[src/rtl/apb_pkg.sv]
// Shared APB definitions: FSM encoding, default bus widths and response codes
// used by the APB requester and the APB slaves on the same segment.
package apb_pkg;

    localparam int APB_ADDR_WIDTH = 16;
    localparam int APB_DATA_WIDTH = 32;

    localparam logic [1:0] ST_IDLE   = 2'd0;
    localparam logic [1:0] ST_SETUP  = 2'd1;
    localparam logic [1:0] ST_ACCESS = 2'd2;
    localparam logic [1:0] ST_RESP   = 2'd3;

    localparam logic APB_RESP_OKAY = 1'b0;
    localparam logic APB_RESP_ERR  = 1'b1;

endpackage

[src/rtl/apb_master.sv]
// Single-outstanding APB3 requester: valid/ready command in, SETUP/ACCESS on APB, valid/ready response out.
// Optional ACCESS wait timeout enabled by defining APB_MASTER_TIMEOUT_EN.
module apb_master
    import apb_pkg::*;
#(
    parameter int ADDR_WIDTH     = APB_ADDR_WIDTH,
    parameter int DATA_WIDTH     = APB_DATA_WIDTH,
    parameter int TIMEOUT_CYCLES = 255
) (
    input  logic                  clk,
    input  logic                  rst_n,
    input  logic                  cmd_valid,
    output logic                  cmd_ready,
    input  logic                  cmd_write,
    input  logic [ADDR_WIDTH-1:0] cmd_addr,
    input  logic [DATA_WIDTH-1:0] cmd_wdata,
    output logic                  rsp_valid,
    input  logic                  rsp_ready,
    output logic [DATA_WIDTH-1:0] rsp_rdata,
    output logic                  rsp_err,
    output logic [ADDR_WIDTH-1:0] PADDR,
    output logic                  PSEL,
    output logic                  PENABLE,
    output logic                  PWRITE,
    output logic [DATA_WIDTH-1:0] PWDATA,
    input  logic [DATA_WIDTH-1:0] PRDATA,
    input  logic                  PREADY,
    input  logic                  PSLVERR
);

    logic [1:0] state;

`ifdef APB_MASTER_TIMEOUT_EN
    logic [15:0] wait_cnt;
    logic        timeout_hit;
    assign timeout_hit = (wait_cnt == 16'(TIMEOUT_CYCLES));
`else
    logic unused_timeout;
    assign unused_timeout = ^16'(TIMEOUT_CYCLES);
`endif

    assign cmd_ready = rst_n && (state == ST_IDLE);

    always_ff @(posedge clk or negedge rst_n) begin
        if (!rst_n) begin
            state     <= ST_IDLE;
            PSEL      <= 1'b0;
            PENABLE   <= 1'b0;
            PWRITE    <= 1'b0;
            PADDR     <= '0;
            PWDATA    <= '0;
            rsp_valid <= 1'b0;
            rsp_rdata <= '0;
            rsp_err   <= APB_RESP_OKAY;
`ifdef APB_MASTER_TIMEOUT_EN
            wait_cnt  <= '0;
`endif
        end else begin
            case (state)
                ST_IDLE: begin
                    if (cmd_valid) begin
                        PADDR   <= cmd_addr;
                        PWDATA  <= cmd_wdata;
                        PWRITE  <= cmd_write;
                        PSEL    <= 1'b1;
                        PENABLE <= 1'b0;
                        state   <= ST_SETUP;
                    end
                end
                ST_SETUP: begin
                    PENABLE <= 1'b1;
                    state   <= ST_ACCESS;
`ifdef APB_MASTER_TIMEOUT_EN
                    wait_cnt <= '0;
`endif
                end
                ST_ACCESS: begin
                    // PSLVERR only matters on the completing cycle
                    if (PREADY) begin
                        rsp_rdata <= PWRITE ? '0 : PRDATA;
                        rsp_err   <= PSLVERR ? APB_RESP_ERR : APB_RESP_OKAY;
                        rsp_valid <= 1'b1;
                        PSEL      <= 1'b0;
                        PENABLE   <= 1'b0;
                        state     <= ST_RESP;
                    end
`ifdef APB_MASTER_TIMEOUT_EN
                    else if (timeout_hit) begin
                        rsp_rdata <= '0;
                        rsp_err   <= APB_RESP_ERR;
                        rsp_valid <= 1'b1;
                        PSEL      <= 1'b0;
                        PENABLE   <= 1'b0;
                        state     <= ST_RESP;
                    end else begin
                        wait_cnt <= wait_cnt + 16'd1;
                    end
`endif
                end
                ST_RESP: begin
                    if (rsp_ready) begin
                        rsp_valid <= 1'b0;
                        state     <= ST_IDLE;
                    end
                end
                default: state <= ST_IDLE;
            endcase
        end
    end

endmodule

[config.mk]
export PLATFORM = sky130hd
export DESIGN_NAME = apb_master
export DESIGN_NICKNAME = d
export VERILOG_FILES = /design/src/rtl/apb_pkg.sv /design/src/rtl/apb_master.sv
export SDC_FILE = /design/constraint.sdc
export NUM_CORES = 1
export LEC_CHECK = 0
export CORE_MARGIN = 4
export CORE_UTILIZATION = 44
export DETAILED_ROUTE_END_ITERATION = 16
export PLACE_DENSITY = 0.86
export SYNTH_ARGS = -nofsm -noshare
export SYNTH_HDL_FRONTEND = slang
export SYNTH_SLANG_ARGS = --single-unit
[constraint.sdc]
create_clock -name clk -period 2.8 [get_ports clk]
set_clock_uncertainty 0.1 [all_clocks]
set_input_delay 0.42 -clock clk [delete_from_list [all_inputs] [get_ports clk]]
set_output_delay 0.42 -clock clk [all_outputs]
set_load 0.02 [all_outputs]
# ---- Yosys cells after proc, flatten, opt, wreduce, memory -nomap -nowiden
# Cells that the tools add are included.
dict set report classes {
  add_sub_neg 0
  n_mul 0
  div 0
  magnitude_cmp 0
  eq_ne 6
  shifts 0
  mux 14
  bitwise 0
  reduce_logical 11
}
# op count
set ops {}
lappend ops {{$mux 32} 1}
lappend ops {{$reduce_and 3->1} 4}
lappend ops {{$pmux 2 s4} 1}
lappend ops {{$mux 1} 6}
lappend ops {{$mux 2} 3}
lappend ops {{$ne 2x2->1 const B} 3}
lappend ops {{$eq 2x2->1 const B} 2}
lappend ops {{$pmux 1 s2} 2}
lappend ops {{$reduce_and 2->1} 2}
lappend ops {{$reduce_bool 2->1} 2}
lappend ops {{$pmux 1 s3} 1}
lappend ops {{$reduce_bool 3->1} 1}
lappend ops {{$eq 2x1->1 const B} 1}
lappend ops {{$logic_not 2->1} 1}
lappend ops {{$logic_and 1x1->1} 1}
dict set report totals {
  regBits 87
  latchBits 0
  ram_bits 0
  mem_bits_ro 0
  in_bits 87
  out_inout_bits 86
  word_cells 40
  n_memories 0
}

# ---- Depth between registers and ports, before layout
# Gate-level depths: netlist (run 1).
dict set report depth {
  depth_word 3
  ltp_mapped 7
  depth_no_buf 5
}

# ---- Worst setup path after synthesis (run 1)
# OpenSTA, ideal clock, no wires.
dict set report synth_path {
  path_type {register -> register}
  startpoint {register state[0]}
  endpoint {register state[1]}
  setup_ns 0.128
  arrival_time_ns 1.416
  required_ns 2.572
  setup_slack_ns 1.156
  stages_incl_launch_ff 6
  n_path_buf 0
  period_less_slack_ns 1.644
  path_cell_list {dfrtp_1 > inv_1 > ha_1 > nor2b_1 > a211oi_2 > mux2_1}
}
dict set report synth_between {
  elab_chain_len 3
  elab_cells_between_ends 9
}
# element line
set synth_lines {}
lappend synth_lines {{start, declared} apb_master.sv:31} ;# logic [1:0] state;
lappend synth_lines {{start signal, assigned} apb_master.sv:46} ;# state <= ST_IDLE;
lappend synth_lines {{start signal, assigned} apb_master.sv:67} ;# state <= ST_SETUP;
lappend synth_lines {{start signal, assigned} apb_master.sv:72} ;# state <= ST_ACCESS;
lappend synth_lines {{$eq 2x2->1 / $logic_not 2->1 (equally long branches)} apb_master.sv:59} ;# case (state)
lappend synth_lines {{$ne 2x2->1 (no source line)} --}
lappend synth_lines {{$reduce_and 3->1 (no source line)} --}
# Several ways; a longest one is shown, not always the timed one.
# A chain may end at the register's enable or synchronous reset.

# ---- Worst setup path in the final report (run 1)
dict set report layout_path {
  startpoint {register state[0]}
  endpoint {output port cmd_ready}
}
dict set report layout_between {
  elab_chain_len 2
}
# element line
set layout_lines {}
lappend layout_lines {{$logic_not 2->1} apb_master.sv:42} ;# assign cmd_ready = rst_n && (state == ST_IDLE);
lappend layout_lines {{$logic_and 1x1->1} apb_master.sv:42}
lappend layout_lines {{end, declared} apb_master.sv:13} ;# output logic cmd_ready,
# Every way passes these cells.

==> results of run 1 <==
## sequential cells by signal, indices dropped and copies added (netlist names)
signal / flops
PADDR: 16
state: 2
PSEL: 1
rsp_err: 1
PWDATA: 32
rsp_valid: 1
PENABLE: 1
PWRITE: 1
rsp_rdata: 32
## per-layer routing
layer / vias up / wire length, um / track usage [%] / share of wire, %
li1: 1252 / - / - / -
met1: 1240 / 3624 / 22.63 / 41
met3: 5 / 529 / 4.594 / 6.1
met4: 0 / 36 / 4.473 / 0.41
met5: - / 0 / 0 / 0
met2: 96 / 4542 / 32.42 / 52
## area by class of cell
type                       instances  area (um2)  share of cell area [%]
clock buffer                      11       131.4                   2.374
clock inverter                     5       58.81                   1.063
inverter                           4       15.01                  0.2713
multi-input combinational        167        1260                   22.77
sequential                        87        2177                   39.34
tap                              102       127.6                   2.306
timing repair buffer             178        1764                   31.88
## per-stage QoR
step | util [%] | hold WS, ps
after floorplan | - | 24.41
after global placement | 68.80 | 361.4
after detailed placement | 68.80 | 369.6
after CTS | 71.25 | 313.1
after global routing | 71.25 | 367.9
final | 71.25 | 252.3
## logic make-up after synthesis
family                     count (synthesis)  share of synthesized area (%)
AOI/OAI and AO/OA                         37                          5.565
adders and majority gates                  5                          1.772
and+or+nand+nor                           71                          10.07
muxes                                     54                          18.22
buffers and inverters                     19                          2.694
DFF                                       87                          61.68
## layout by cell type, fill, tap and decap left out, types with 2 or more instances in the layout
cell type        netlist  routed
clkdlybuf4s50_1        0     171
dfrtp_1               87      87
mux2_2                41      41
o21ai_0               34      34
nand2_1               34      33
nand2b_1              32      32
mux2_4                10      10
clkbuf_8               0       9
buf_4                  0       7
ha_1                   5       5
inv_1                  4       4
nor2b_1                2       2
mux2i_1                2       2
clkbuf_1               6       2
clkinvlp_4             0       2
## power by group through the flow
stage / Combinational, uW / Sequential (uW) / Clock, uW
after global placement: 3310 / 2190 / 0
after detailed placement: 3390 / 2230 / 0
after global routing: 3590 / 2280 / 913
after floorplan: 1050 / 2930 / 0
final: 3360 / 2200 / 831
after CTS: 3400 / 2200 / 860
## how the worst max path moves through the flow
stage                     startpoint             to  slack, ps  depth (start not counted)
after global placement        PREADY  rsp_rdata[20]        730                          4
after detailed placement      PREADY  rsp_rdata[20]        680                          4
after floorplan             state[0]       state[1]       1160                          5
final                       state[0]      cmd_ready        360                          4
after CTS                   state[0]      cmd_ready        360                          4
after global routing        state[0]      cmd_ready        250                          4
## worst max-delay path, stage by stage (launching register included)
cell and delay [ps]:
dfrtp_1 420, inv_1 120, ha_1 270, and2_1 180, clkdlybuf4s50_1 610
==> results.sh, run 1 <==
export IMPL_synth_top_cells_by_count="dfrtp_1, mux2_2, nand2_1, o21ai_0, nand2b_1"
export IMPL_ys_ff_latch=87
export IMPL_cts_setup_buffers=0
export IMPL_total_power_of_the_final_layout_uw=6386
export IMPL_finalHoldViolations=0
export IMPL_placer_s_final_routability_congestion_estimate=0.7503
export IMPL_routed_wire_length_per_instance_um=15.76
export IMPL_cts_hold_buffers=0
export IMPL_reg2reg_slack_ps=790
export IMPL_drt_first_iter_violations=57
export IMPL_leading_cell_type_by_number_of_instances_after_synthesis="dfrtp_1"
export IMPL_critical_path_start_type="flip-flop"
export IMPL_core_area_um2=7767
export IMPL_synth_top_area_cell="dfrtp_1"
export IMPL_ant_nets=0
export IMPL_synth_cell_area_um2=3530
export IMPL_synthesis_area_per_instance_um2=12.93
export IMPL_switchingPower_uw=2332
export IMPL_final_nets=539
export IMPL_synth_seq_area_share_pct=61.68
export IMPL_die_x_um=97.57
export IMPL_r2r_start="state[0]"
export IMPL_drv_cap=0
export IMPL_ys_dominant_reg_cell="dfrtp_1"
export IMPL_worst_slew_pin_slew_ps=1076
export IMPL_p_sw_share_pct=36.52
export IMPL_fin_tns_setup_ps=0
export IMPL_relSlewSlack_pct=28.26
export IMPL_antenna_cells_inserted=0
export IMPL_floorplan_die_height_um=97.57
export IMPL_criticalPathCategory="reg -> out"
export IMPL_portion_of_total_power_attributed_to_sequential_cells_pct=34.4
export IMPL_route_final_wire_length_um=8733
export IMPL_length_in_cells_of_the_worst_reg_to_reg_path=5
export IMPL_synthesis_yosys_warnings=0
export IMPL_worstSkewPairLatency_ps=330
export IMPL_clock_fmax_mhz=409.2
export IMPL_gr_total_overflow=0
export IMPL_drive_gt1_share_pct=16.37
export IMPL_cts_buffer_depth=2
export IMPL_initial_standard_cell_utilization_of_the_core_pct=45.44
export IMPL_htree_levels=3
export IMPL_grt_antenna_before_repair=0
export IMPL_finalSetupViolCount=0
export IMPL_placement_setup_worst_slack_ps=675.6
export IMPL_routed_via_density=4.681
export IMPL_layoutNonFillerInstCount=554
export IMPL_port_buffers=172
export IMPL_period_minus_slack_ps=2444
export IMPL_dr_total_vias=2593
export IMPL_worst_hold_path_type="in -> async"
export IMPL_grt_start_max_net_pins=88
export IMPL_synth_async_sr_flop_share_pct=100.0
export IMPL_post_route_drc_count=0
export IMPL_yosys_area_top_type_share_pct=61.68
export IMPL_hpwlAfterDp_um=6577
export IMPL_timing_final_ws_setup_ps=356.2
export IMPL_synth_distinct_cells=20
export IMPL_leakage_uw=0.002401
export IMPL_power_share_combinational_pct=52.6
export IMPL_clkSinkCount=87
export IMPL_clk_pin_slew_ps=80
export IMPL_nFillCells=551
export IMPL_rsz0062_at_grt="no"
export IMPL_final_cell_area_um2=5534
export IMPL_layout_area_overhead_vs_synth_pct=56.79
export IMPL_grt_pass1_wl_um=14160
export IMPL_critical_path_required_ps=2280
export IMPL_cts_resized=0
export IMPL_critPathArrivalTime_ps=1920
export IMPL_placed_cells=538
export IMPL_firstDrtPassIters=4
export IMPL_syn_instance_count=273
export IMPL_pwr_density_cell_nw_per_um2=1154
export IMPL_tritoncts="done"
export IMPL_die_area_um2=9519
export IMPL_placedInstanceArea_um2=5344
export IMPL_cts_root_buffer="clkbuf_8"
export IMPL_synth_edff_count=0
export IMPL_cts_buffers=9
export IMPL_largest_vdd_supply_drop_mv=0.7970
export IMPL_post_synth_main_area_contributors="dfrtp_1, mux2_2, nand2b_1"
export IMPL_synth_net_count=365
export IMPL_pin_count=173
export IMPL_internal_power_uw=4054
export IMPL_crit_reg2reg_capture="rsp_rdata[23]"
export IMPL_timing_critical_path_to_type="output port"
export IMPL_grt_usage_pct=18.40
export IMPL_clock_power_share_pct=13.0
export IMPL_worstPathMaxFanout=5
export IMPL_final_max_slew_violation_count=0
export IMPL_finalCritPeriodShare_pct=87.28
export IMPL_run_status="finished, final reports clean"
export IMPL_row_count=32
export IMPL_grt_pass1_vias=2782
Note: power is estimated with default switching activity, not from simulation.
==> run 2: changes to the inputs <==
CORE_MARGIN = 5   (was 4)
GPL_TIMING_DRIVEN = 1   (was default)
==> run 2 against run 1 <==
Net effect:
- core utilization increased by 0.32 points
- count of clock-buffer cells in the layout is the same
- first-iteration DRC count down 47%
- routed wire length rose by 7.1%
- largest power group unchanged
- design area up 0.45%
- non-clock buffer count is 1 higher
- global-route usage is 1.1 points higher
- critical endpoint unchanged
- sequential power about the same
- largest cell class unchanged
==> results.sh, run 2 (synthesis results as in run 1) <==
export IMPL_run_status="finished, final reports clean"
export IMPL_critPathArrivalTime_ps=1900
export IMPL_critical_path_required_ps=2280
export IMPL_grt_start_max_net_pins=46
export IMPL_criticalPathCategory="reg -> out"
export IMPL_ant_nets=0
export IMPL_reg2reg_slack_ps=950
export IMPL_routed_wire_length_per_instance_um=16.88
export IMPL_pwr_density_cell_nw_per_um2=1163
export IMPL_firstDrtPassIters=4
export IMPL_fin_tns_setup_ps=0
export IMPL_gr_total_overflow=0
export IMPL_crit_reg2reg_capture="PWDATA[22]"
export IMPL_final_nets=540
export IMPL_cts_resized=0
export IMPL_largest_vdd_supply_drop_mv=0.6936
export IMPL_finalCritPeriodShare_pct=86.52
export IMPL_worstPathMaxFanout=5
export IMPL_portion_of_total_power_attributed_to_sequential_cells_pct=34.1
export IMPL_floorplan_die_height_um=99.57
export IMPL_grt_pass1_vias=2838
export IMPL_timing_critical_path_to_type="output port"
export IMPL_port_buffers=172
export IMPL_period_minus_slack_ps=2423
export IMPL_power_share_combinational_pct=52.1
export IMPL_path_buf_inv=2
export IMPL_routed_via_density=4.816
export IMPL_finalHoldViolations=0
export IMPL_relSlewSlack_pct=60.83
export IMPL_die_x_um=99.57
export IMPL_switchingPower_uw=2366
export IMPL_worst_path_dominant_cell_family="buffers and inverters"
export IMPL_p_sw_share_pct=36.59
export IMPL_r2r_start="state[0]"
export IMPL_placedInstanceArea_um2=5354
export IMPL_path_cells="inv_1, ha_1, and2_1, clkdlybuf4s50_1"
export IMPL_grt_antenna_before_repair=0
export IMPL_final_max_slew_violation_count=0
export IMPL_most_frequent_cells_in_the_layout="clkdlybuf4s50_1, dfrtp_1, mux2_2, o21ai_0"
export IMPL_tritoncts="done"
export IMPL_route_final_wire_length_um=9352
export IMPL_core_area_um2=7767
export IMPL_cts_hold_buffers=0
export IMPL_die_area_um2=9913
export IMPL_largest_registers="PWDATA (32), rsp_rdata (32), PADDR (16)"
export IMPL_row_count=32
export IMPL_antenna_cells_inserted=0
export IMPL_clock_power_share_pct=13.8
export IMPL_final_cell_area_um2=5559
export IMPL_critical_path_start_type="flip-flop"
export IMPL_leakage_uw=0.002415
export IMPL_initial_standard_cell_utilization_of_the_core_pct=45.44
export IMPL_clock_fmax_mhz=412.8
export IMPL_layout_area_overhead_vs_synth_pct=57.50
export IMPL_worst_slew_pin_slew_ps=587.5
export IMPL_pin_count=173
export IMPL_cts_root_buffer="clkbuf_8"
export IMPL_worstSkewPairLatency_ps=340
export IMPL_drive_gt1_share_pct=17.04
export IMPL_cts_buffer_depth=2
export IMPL_timing_critical_path_slowest_stage_cell="clkdlybuf4s50_1"
export IMPL_clkSinkCount=87
export IMPL_grt_usage_pct=19.48
export IMPL_grt_pass1_wl_um=15060
export IMPL_hpwlAfterDp_um=7254
export IMPL_drv_cap=0
export IMPL_mostFrequentLayoutCell="clkdlybuf4s50_1"
export IMPL_dr_total_vias=2668
export IMPL_internal_power_uw=4101
export IMPL_cts_buffers=9
export IMPL_cp_slowest_stage_delay_ps=600
export IMPL_drt_first_iter_violations=30
export IMPL_placer_s_final_routability_congestion_estimate=0.8337
export IMPL_rsz0062_at_grt="no"
export IMPL_worst_hold_path_type="in -> async"
export IMPL_clk_pin_slew_ps=90
export IMPL_cts_setup_buffers=0
export IMPL_length_in_cells_of_the_worst_reg_to_reg_path=5
export IMPL_htree_levels=3
export IMPL_finalSetupViolCount=0
export IMPL_post_route_drc_count=0
## run 2: cell count changes in the layout (fill, tap and decap cells not counted)
cell      delta
nand2_1      -1
buf_4        +1
clkbuf_8     +2
inv_6        +1
nand2_2      +1
clkinv_2     -1
clkinv_4     -1
clkbuf_1     -2
## run 2: power by group through the flow
stage	Sequential [uW]	Clock, uW	Combinational (uW)
after CTS	2210	911	3430
after global routing	2280	973	3600
final	2200	894	3370
after floorplan	2930	0	1050
after detailed placement	2230	0	3410
after global placement	2190	0	3340
## run 2: layout make-up
type	count	area, um2
Clock buffer	11	151.4
Clock inverter	4	53.80
Fill cell	565	2208
Inverter	4	15.01
Multi-Input combinational cell	167	1262
Sequential cell	87	2177
Tap cell	102	127.6
Timing Repair Buffer	179	1772
## run 2: worst max-delay path by stage
stage / start / end / slack [ps] / cells after the start
2_1_floorplan: state[0] / state[1] / 1160 / 5
3_3_place_gp: state[0] / cmd_ready / 800 / 4
3_5_place_dp: state[0] / cmd_ready / 760 / 4
4_1_cts: state[0] / cmd_ready / 360 / 4
5_1_grt: state[0] / cmd_ready / 270 / 4
6_report: state[0] / cmd_ready / 380 / 4
## run 2: worst register-to-register path: stages, from the launching register on
cell and delay [ps]:
dfrtp_1 420, inv_1 100, ha_1 260, nand2_2 90
buf_4 350, mux2_2 410
## run 2: layer usage
layer / vias up / share of wire (%) / global-route usage [%]
met2: 108 / 52 / 33.52
met4: 0 / 1.4 / 6.092
met5: - / 0 / 0
met1: 1289 / 40 / 23.54
met3: 10 / 6.4 / 5.750
li1: 1261 / - / -
## run 2: metrics by stage
| step | setup slack (ps) | power, uW | hold slack, ps | instances | utilization (%) |
|---|---|---|---|---|---|
| detailed placement | 761.1 | 5642 | 370.9 | 539 | 68.93 |
| finish | 377.4 | 6468 | 48.39 | 554 | 71.57 |
| CTS | 361.6 | 6550 | 64.93 | 554 | 71.57 |
| global route | 266.5 | 6852 | 82.36 | 554 | 71.57 |
| global placement | 804.7 | 5522 | 363.3 | 539 | 68.93 |
| floorplan | 1156 | 3984 | 24.41 | 273 | - |
